## config.mk

```make
export PLATFORM = sky130hd
export DESIGN_NAME = capa_1_scheduler
export DESIGN_NICKNAME = d
export VERILOG_FILES = /design/src/rtl/capa_1_scheduler.sv
export SDC_FILE = /design/constraint.sdc
export NUM_CORES = 1
export LEC_CHECK = 0
export CORE_MARGIN = 4
export CORE_UTILIZATION = 55
export CTS_CLUSTER_SIZE = 12
export DETAILED_ROUTE_END_ITERATION = 7
export GPL_TIMING_DRIVEN = 1
export PLACE_DENSITY = 0.81
export SLEW_MARGIN = 25
export SYNTH_ARGS = -nofsm -noshare
export SYNTH_HDL_FRONTEND = slang
export SYNTH_SLANG_ARGS = --single-unit
```

## constraint.sdc

```tcl
create_clock -name clk -period 4.2 [get_ports clk]
set_clock_uncertainty 0.2 [all_clocks]
set_input_delay 0.84 -clock clk [delete_from_list [all_inputs] [get_ports clk]]
set_output_delay 0.84 -clock clk [all_outputs]
set_load 0.01 [all_outputs]
```

## src/rtl/capa_1_scheduler.sv

```systemverilog
`default_nettype none
// +--------------------------------------------------------------------------+
// | capa_1_scheduler                                                         |
// | Sequences binary-pixel x signed-weight accumulation for one dense layer. |
// | Revision: 1.0                                                            |
// +--------------------------------------------------------------------------+
module capa_1_scheduler #(
  parameter int NUM_NEURONS = 10,
  parameter int NUM_INPUTS  = 49,
  parameter int ACC_W       = 16,
  parameter int ADDR_W      = 9,
  parameter int IDX_W       = 4
) (
  input  logic                    clk,
  input  logic                    rst_n,
  input  logic                    start,
  input  logic [NUM_INPUTS-1:0]   pixels,
  output logic                    busy,
  output logic                    w_rd_en,
  output logic [ADDR_W-1:0]       w_addr,
  input  logic signed [7:0]       w_data,
  output logic                    res_valid,
  input  logic                    res_ready,
  output logic signed [7:0]       res_data,
  output logic [IDX_W-1:0]        res_idx,
  output logic                    done
);

  localparam int CNT_W = $clog2(NUM_INPUTS);
  localparam logic [CNT_W-1:0] C_LAST_I = CNT_W'(NUM_INPUTS - 1);
  localparam logic [IDX_W-1:0] C_LAST_N = IDX_W'(NUM_NEURONS - 1);
  localparam logic signed [ACC_W-1:0] C_SAT_HI = ACC_W'(127);
  localparam logic signed [ACC_W-1:0] C_SAT_LO = ACC_W'(-128);

  typedef enum logic [1:0] {IDLE = 2'd0, ACC = 2'd1, DRAIN = 2'd2, OUT = 2'd3} state_t;

  state_t                   state_q, state_d;
  logic [NUM_INPUTS-1:0]    pix_q, pix_d;
  logic [IDX_W-1:0]         neuron_q, neuron_d;
  logic [CNT_W-1:0]         i_q, i_d;
  logic [ADDR_W-1:0]        addr_q, addr_d;
  logic signed [ACC_W-1:0]  acc_q, acc_d;
  logic                     rd_q, rd_d;
  logic                     pbit_q, pbit_d;
  logic                     busy_q, busy_d;
  logic                     rd_en_q, rd_en_d;
  logic                     res_valid_q, res_valid_d;
  logic signed [7:0]        res_data_q, res_data_d;
  logic [IDX_W-1:0]         res_idx_q, res_idx_d;
  logic                     done_q, done_d;
  logic signed [ACC_W-1:0]  w_ext;

  assign w_ext = {{(ACC_W-8){w_data[7]}}, w_data};

  always_comb begin
    state_d    = state_q;
    pix_d      = pix_q;
    neuron_d   = neuron_q;
    i_d        = i_q;
    addr_d     = addr_q;
    res_data_d = res_data_q;
    res_idx_d  = res_idx_q;
    done_d     = 1'b0;
    // Read data lands one cycle after the strobe, so the strobe and its pixel bit are delayed to match.
    rd_d       = rd_en_q;
    pbit_d     = pix_q[i_q];
    acc_d      = (rd_q && pbit_q) ? (acc_q + w_ext) : acc_q;

    case (state_q)
      IDLE: begin
        if (start) begin
          pix_d    = pixels;
          neuron_d = '0;
          i_d      = '0;
          addr_d   = '0;
          acc_d    = '0;
          state_d  = ACC;
        end
      end
      ACC: begin
        addr_d = addr_q + ADDR_W'(1);
        if (i_q == C_LAST_I) begin
          i_d     = '0;
          state_d = DRAIN;
        end else begin
          i_d = i_q + CNT_W'(1);
        end
      end
      DRAIN: begin
        state_d   = OUT;
        res_idx_d = neuron_q;
        if (acc_d > C_SAT_HI)      res_data_d = 8'sh7F;
        else if (acc_d < C_SAT_LO) res_data_d = -8'sh80;
        else                       res_data_d = acc_d[7:0];
      end
      OUT: begin
        if (res_ready) begin
          if (neuron_q == C_LAST_N) begin
            done_d  = 1'b1;
            state_d = IDLE;
          end else begin
            neuron_d = neuron_q + IDX_W'(1);
            i_d      = '0;
            acc_d    = '0;
            state_d  = ACC;
          end
        end
      end
      default: state_d = IDLE;
    endcase

    busy_d      = (state_d != IDLE);
    rd_en_d     = (state_d == ACC);
    res_valid_d = (state_d == OUT);
  end

  always_ff @(posedge clk or negedge rst_n) begin
    if (!rst_n) begin
      state_q     <= IDLE;
      pix_q       <= '0;
      neuron_q    <= '0;
      i_q         <= '0;
      addr_q      <= '0;
      acc_q       <= '0;
      rd_q        <= 1'b0;
      pbit_q      <= 1'b0;
      busy_q      <= 1'b0;
      rd_en_q     <= 1'b0;
      res_valid_q <= 1'b0;
      res_data_q  <= '0;
      res_idx_q   <= '0;
      done_q      <= 1'b0;
    end else begin
      state_q     <= state_d;
      pix_q       <= pix_d;
      neuron_q    <= neuron_d;
      i_q         <= i_d;
      addr_q      <= addr_d;
      acc_q       <= acc_d;
      rd_q        <= rd_d;
      pbit_q      <= pbit_d;
      busy_q      <= busy_d;
      rd_en_q     <= rd_en_d;
      res_valid_q <= res_valid_d;
      res_data_q  <= res_data_d;
      res_idx_q   <= res_idx_d;
      done_q      <= done_d;
    end
  end

  assign busy      = busy_q;
  assign w_rd_en   = rd_en_q;
  assign w_addr    = addr_q;
  assign res_valid = res_valid_q;
  assign res_data  = res_data_q;
  assign res_idx   = res_idx_q;
  assign done      = done_q;

endmodule
`default_nettype wire
```

==> results of run 1 <==
-- Yosys cell counts (all sizes together) (2+ instances only) --
master	n	area share
mux2	54	0.10
o2111ai	3	0.0045
nand4	3	0.0032
xnor2	6	0.012
nor3b	2	0.0026
nor2	48	0.031
a21o	3	0.0039
buf	4	0.0032
a211o	2	0.0030
ha	25	0.054
or4	2	0.0026
nor2b	7	0.0075
dfrtp	104	0.45
nand2b	5	0.0054
o21a	6	0.0078
nor3	10	0.0095
or3	5	0.0062
nor4	5	0.0080
mux4	15	0.058
or2	2	0.0022
inv	17	0.011
a2111oi	2	0.0073
and2	4	0.0043
xor2	5	0.0075
o31ai	5	0.0065
o311ai	2	0.0030
a21oi	23	0.020
nand3b	4	0.0052
nand3	16	0.014
and3	5	0.0054
o211ai	15	0.020
o21ai	23	0.020
mux2i	6	0.010
nand2	44	0.028
and4	2	0.0030
a211oi	6	0.011
clkbuf	20	0.013
-- worst max-delay path by stage --
stage | endpoint | slack (ps)
6_report | res_data[1] | 250
5_1_grt | res_data[5] | 30
2_1_floorplan | res_data[0] | 660
4_1_cts | res_data[1] | 250
3_5_place_dp | res_data[2] | -150
3_3_place_gp | res_data[3] | 40
-- power groups by stage --
stage / sequential [W] / clock [W] / combinational (W)
final: 0.00168 / 0.000694 / 0.00226
after detailed placement: 0.00170 / 0 / 0.00225
after global routing: 0.00173 / 0.000756 / 0.00250
after global placement: 0.00166 / 0 / 0.00218
after floorplan: 0.00157 / 0 / 0.00169
after CTS: 0.00168 / 0.000713 / 0.00226
-- area by class of cell --
class | count | area (µm²)
Fill cell | 774 | 3236
Multi-Input combinational cell | 383 | 3047
Sequential cell | 104 | 2603
Timing Repair Buffer | 102 | 979.7
Tap cell | 136 | 170.2
Clock buffer | 9 | 123.9
Clock inverter | 7 | 101.3
Inverter | 17 | 63.81
-- stage by stage --
stage                     power [W]  TNS (ps)  instance area [µm²]  hold WS [ps]
after CTS                  0.004652         0                 7084         192.3
after floorplan            0.003259         0                 5806         216.0
after detailed placement   0.003949    -982.2                 6859         169.6
after global routing       0.004985         0                 7088         211.1
after global placement     0.003839         0                 6859         168.5
final                      0.004631         0                 7088         186.6
-- logic make-up (layout without fill, tap and decap cells) --
kind of cell | Yosys count | after routing | share of synthesized area
mux | 75 | 75 | 0.1733
xor+xnor | 11 | 11 | 0.01983
flops | 104 | 104 | 0.4483
fa+ha+maj | 26 | 26 | 0.05733
compound gates | 106 | 106 | 0.1343
simple gates | 165 | 165 | 0.1399
buf+inv | 41 | 135 | 0.02715
-- routing by layer --
layer	wire (µm)	vias up
met5	0	-
met4	226	0
met3	496	20
met2	6707	109
met1	5343	2190
li1	-	2114
-- sequential cells by signal, summed over array words and instances (netlist names), 2 cells and up --
name and cells:
res_data 8, state_q 2, acc_q 16, res_idx 4, pix_q 49, neuron_q 4, w_addr 9, i_q 6
==> flow_summary.json, run 1 <==
{
  "slew_headroom": 0.4555,
  "use_met1": 0.2679,
  "synth-seq-cells": 104,
  "p_sw_frac": 0.3783,
  "outcome": "complete, no violations",
  "critPathMaxFanout": 7,
  "hold_path_startpoint": "w_rd_en",
  "syn_nets": 615,
  "cp-start-kind": "primary input",
  "path_cells": "clkdlybuf4s50_1, ha_1, fa_1, a211o_1, a2111oi_4, or2b_2, xnor2_1, a2111oi_2, nand4_1, o22ai_2, o211ai_1",
  "period_share": 0.9409,
  "syn2layout_area_growth_pct": 22.09,
  "p_leak_nw": 2.973,
  "portBuffers": 85,
  "synthFlopType": "dfrtp_1",
  "grt_use_met2": 0.3835,
  "min_to": "rd_q",
  "numClockSinks": 104,
  "firstDrtPassIters": 5,
  "crit_path_end_kind": "register",
  "insertedDiodeCount": 0,
  "cts_buffers": 9,
  "grt_pass1_vias": 4656,
  "grtUsageMet3": 0.03384,
  "cts_resized": 0,
  "viasPerCell": 5.848,
  "cp_data_required_time_ps": 4250,
  "tightestPinTransition_ps": 816.8,
  "p_per_area_nw_per_um2": 653.4,
  "rows": 37,
  "worstSetupPathType": "in -> reg",
  "grt_pass1_wl_mm": 22.00,
  "final_core_util": 0.6866,
  "grtUsageTotal": 0.2157,
  "drv_cap": 0,
  "dpl.hpwl_mm": 9.631,
  "detail_route.wl_per_cell_um": 16.85,
  "holdPathStages": 0,
  "ys_seq_area_frac": 0.4483,
  "gr-max-usage-layer": "met2",
  "synth-async-reset-ratio": 1.000,
  "synth-edff-count": 0,
  "path_buf_inv": 1,
  "ant_nets": 0,
  "clock_tree.buffer_depth": 2,
  "reg2reg_to": "res_data[1]",
  "r2r_start": "acc_q[0]",
  "hp-class": "reg -> reg",
  "yosysWarnings": 0,
  "pwr-share-seq": 0.362,
  "cp_slowest_stage_delay_ps": 410,
  "cts_hold_repair.buffers": 0,
  "drt_wl_total_mm": 12.77,
  "netlist_area_um2": 5806,
  "finalHoldViolCount": 0,
  "h-tree-depth": 3,
  "crit_family": "compound AO/OA/AOI/OAI gates",
  "drc": 0,
  "reg2regPathDepth": 10,
  "synth.avg_cell_area_um2": 11.00,
  "die-height_um": 110.7,
  "instances_no_fill": 758,
  "vias": 4433,
  "insertion_delay_ps": 370,
  "final_common_cell": "dfrtp_1",
  "fmax_mhz": 253.1,
  "dieArea_um2": 12260,
  "setup_ws_ps": 248.4,
  "switching_power_w": 0.001752,
  "synth.distinct_cells": 65,
  "setup_violations": 0,
  "io_pins": 86,
  "vdd.ir_drop.worst_mv": 0.3122,
  "clock_tree.root_cell": "clkbuf_8",
  "combPwrFrac": 0.488,
  "ff2ff_setup_slack_ps": 720,
  "drive_above_1_share": 0.1929,
  "nNetsFinal": 704,
  "overflow": 0,
  "internal_power_w": 0.002879,
  "grt_start_max_net_pins": 87,
  "core-area_um2": 10320,
  "slew_violations": 0,
  "dp_cells": 742,
  "cp-startpoint": "w_data[0]",
  "layout_common_cells": "dfrtp_1 (104), clkdlybuf4s50_1 (84), mux2_2 (54)",
  "drt_iter0_drc": 237,
  "syn_inst": 528,
  "place_ws_ps": -151.3,
  "slowest_stage": "clkdlybuf4s50_1",
  "die_w_um": 110.7,
  "cp.depth": 11,
  "start_util": 0.5624,
  "clkSlewWorstSetupHoldPaths_ps": 100,
  "layout_min_cycle_time_ps": 3952,
  "crit_arrival_ps": 4000,
  "clockPowerShare": 0.150,
  "cts_tree": "yes",
  "rsz0062_at_grt": "no",
  "antenna_found_initial": 0,
  "globalplace.congestion": 0.9198,
  "cts_setup_buffers": 0
}
Power figures use the tool's default switching activity.
==> run 2, diff against run 1 <==
--- a/config.mk
+++ b/config.mk
@@ -5,12 +5,12 @@
 export SDC_FILE = /design/constraint.sdc
 export NUM_CORES = 1
 export LEC_CHECK = 0
+export CORE_ASPECT_RATIO = 1.25
 export CORE_MARGIN = 4
-export CORE_UTILIZATION = 55
+export CORE_UTILIZATION = 40
 export CTS_CLUSTER_SIZE = 12
 export DETAILED_ROUTE_END_ITERATION = 7
 export GPL_TIMING_DRIVEN = 1
-export PLACE_DENSITY = 0.81
 export SLEW_MARGIN = 25
 export SYNTH_ARGS = -nofsm -noshare
 export SYNTH_HDL_FRONTEND = slang
==> flow_summary.json, run 2 (same netlist as run 1, synthesis figures left out) <==
{
  "outcome": "complete, no violations",
  "h-tree-depth": 3,
  "vias": 4451,
  "placed_area_um2": 6938,
  "clock_tree.root_cell": "clkbuf_16",
  "dp_cells": 785,
  "slowest_stage": "a2111oi_2",
  "firstDrtPassIters": 4,
  "worstSetupPathType": "in -> reg",
  "ant_nets": 0,
  "grt_pass1_wl_mm": 23.29,
  "seq_area_um2": 2603,
  "largest_register_ffs": 49,
  "rsz0062_at_grt": "no",
  "cts_setup_buffers": 0,
  "clock_tree.buffer_depth": 2,
  "tightestPinTransition_ps": 872.3,
  "clkSlewWorstSetupHoldPaths_ps": 70,
  "layout_common_cells": "dfrtp_1 (104), clkdlybuf4s50_1 (84), mux2_2 (54)",
  "crit_path_end_kind": "register",
  "p_leak_nw": 3.036,
  "p_per_area_nw_per_um2": 664.3,
  "cts_buffers": 9,
  "dieArea_um2": 16520,
  "drv_cap": 0,
  "drc": 0,
  "die_w_um": 115.8,
  "cts_resized": 0,
  "finalHoldViolCount": 0,
  "insertion_delay_ps": 340,
  "setup_violations": 0,
  "cts_hold_repair.buffers": 0,
  "cts_tree": "yes",
  "drt_wl_total_mm": 13.74,
  "final_common_cell": "dfrtp_1",
  "portBuffers": 85,
  "drive_above_1_share": 0.1965,
  "fmax_mhz": 256.1,
  "overflow": 0,
  "numClockSinks": 104,
  "antenna_found_initial": 0,
  "grt_pass1_vias": 4735,
  "multi_input_area_um2": 3047,
  "core-area_um2": 13990,
  "syn2layout_area_growth_pct": 24.74,
  "stdcell_area_um2": 7242,
  "nFillCells": 1267,
  "start_util": 0.4149,
  "period_share": 0.9298,
  "detail_route.wl_per_cell_um": 17.15,
  "cp_data_required_time_ps": 4210,
  "dpl.hpwl_mm": 10.30,
  "globalplace.congestion": 0.8950,
  "grtUsageTotal": 0.1748,
  "place_ws_ps": -95.71,
  "drt_iter0_drc": 253,
  "top_register": "pix_q",
  "critPathMaxFanout": 7,
  "crit_arrival_ps": 3920,
  "io_pins": 86,
  "instances_no_fill": 801,
  "vdd.ir_drop.worst_mv": 0.3161,
  "rows": 48,
  "insertedDiodeCount": 0,
  "grt_start_max_net_pins": 62,
  "setup_tns_ps": 0,
  "die-height_um": 142.7,
  "setup_ws_ps": 295.0,
  "nNetsFinal": 708,
  "layout_min_cycle_time_ps": 3905,
  "hp-class": "reg -> reg",
  "final_core_util": 0.5175,
  "viasPerCell": 5.557,
  "slew_violations": 0,
  "cp_slowest_stage_delay_ps": 410,
  "cp-start-kind": "primary input",
  "slew_headroom": 0.4184,
  "path_cells": "clkdlybuf4s50_1, ha_1, fa_1, a211o_1, a2111oi_4, or2b_2, xnor2_1, a2111oi_2, nand4_1, o22ai_2, o211ai_1"
}
[run 2: cell type report]
class,count,area share
inverters,17,0.008811
flip-flops and latches,104,0.3594
multi-input cells,383,0.4207
well taps,175,0.03023
repair buffers,106,0.1389
clock buffers,11,0.03352
clock inverters,5,0.008466
[run 2: worst paths after layout]
path | from | endpoint | slack (ps) | depth (start not counted)
setup / recovery | w_data[0] | res_data[0] | 290 | 11
max in group asynchronous | rst_n | res_data[6] | 2560 | 2
hold reg to reg | w_rd_en | rd_q | 220 | 0
setup reg to reg | acc_q[0] | res_data[0] | 830 | 10
hold / removal | w_rd_en | rd_q | 220 | 0
min in group asynchronous | rst_n | pix_q[26] | 390 | 1
[run 2: metal layers]
metal	wire [µm]	GRT usage	share of wire	up-vias
met2	7160	0.3073	0.52	97
li1	-	-	-	2121
met4	289	0.05803	0.021	0
met1	5767	0.2169	0.42	2209
met5	0	0	0	-
met3	522	0.03095	0.038	24
[run 2: where the power goes]
group / total [W] / internal (W) / switching [W]
Sequential: 0.00167 / 0.00138 / 0.000285
Combinational: 0.00228 / 0.00117 / 0.00111
Clock: 0.000861 / 0.000485 / 0.000376
[run 2: worst max-delay path, delay by kind of cell]
kind / cells / cell delay, ps
simple gates: 2 / 370
xor+xnor: 1 / 110
buf+inv: 1 / 400
fa+ha+maj: 2 / 630
compound gates: 5 / 1550
[run 2: stage by stage]
stage | hold WS [ps] | total power, W
after floorplan | 216.0 | 0.003259
after global placement | 225.5 | 0.003914
after detailed placement | 204.9 | 0.003981
after CTS | 220.3 | 0.004858
after global routing | 239.8 | 0.005168
final | 224.7 | 0.004811
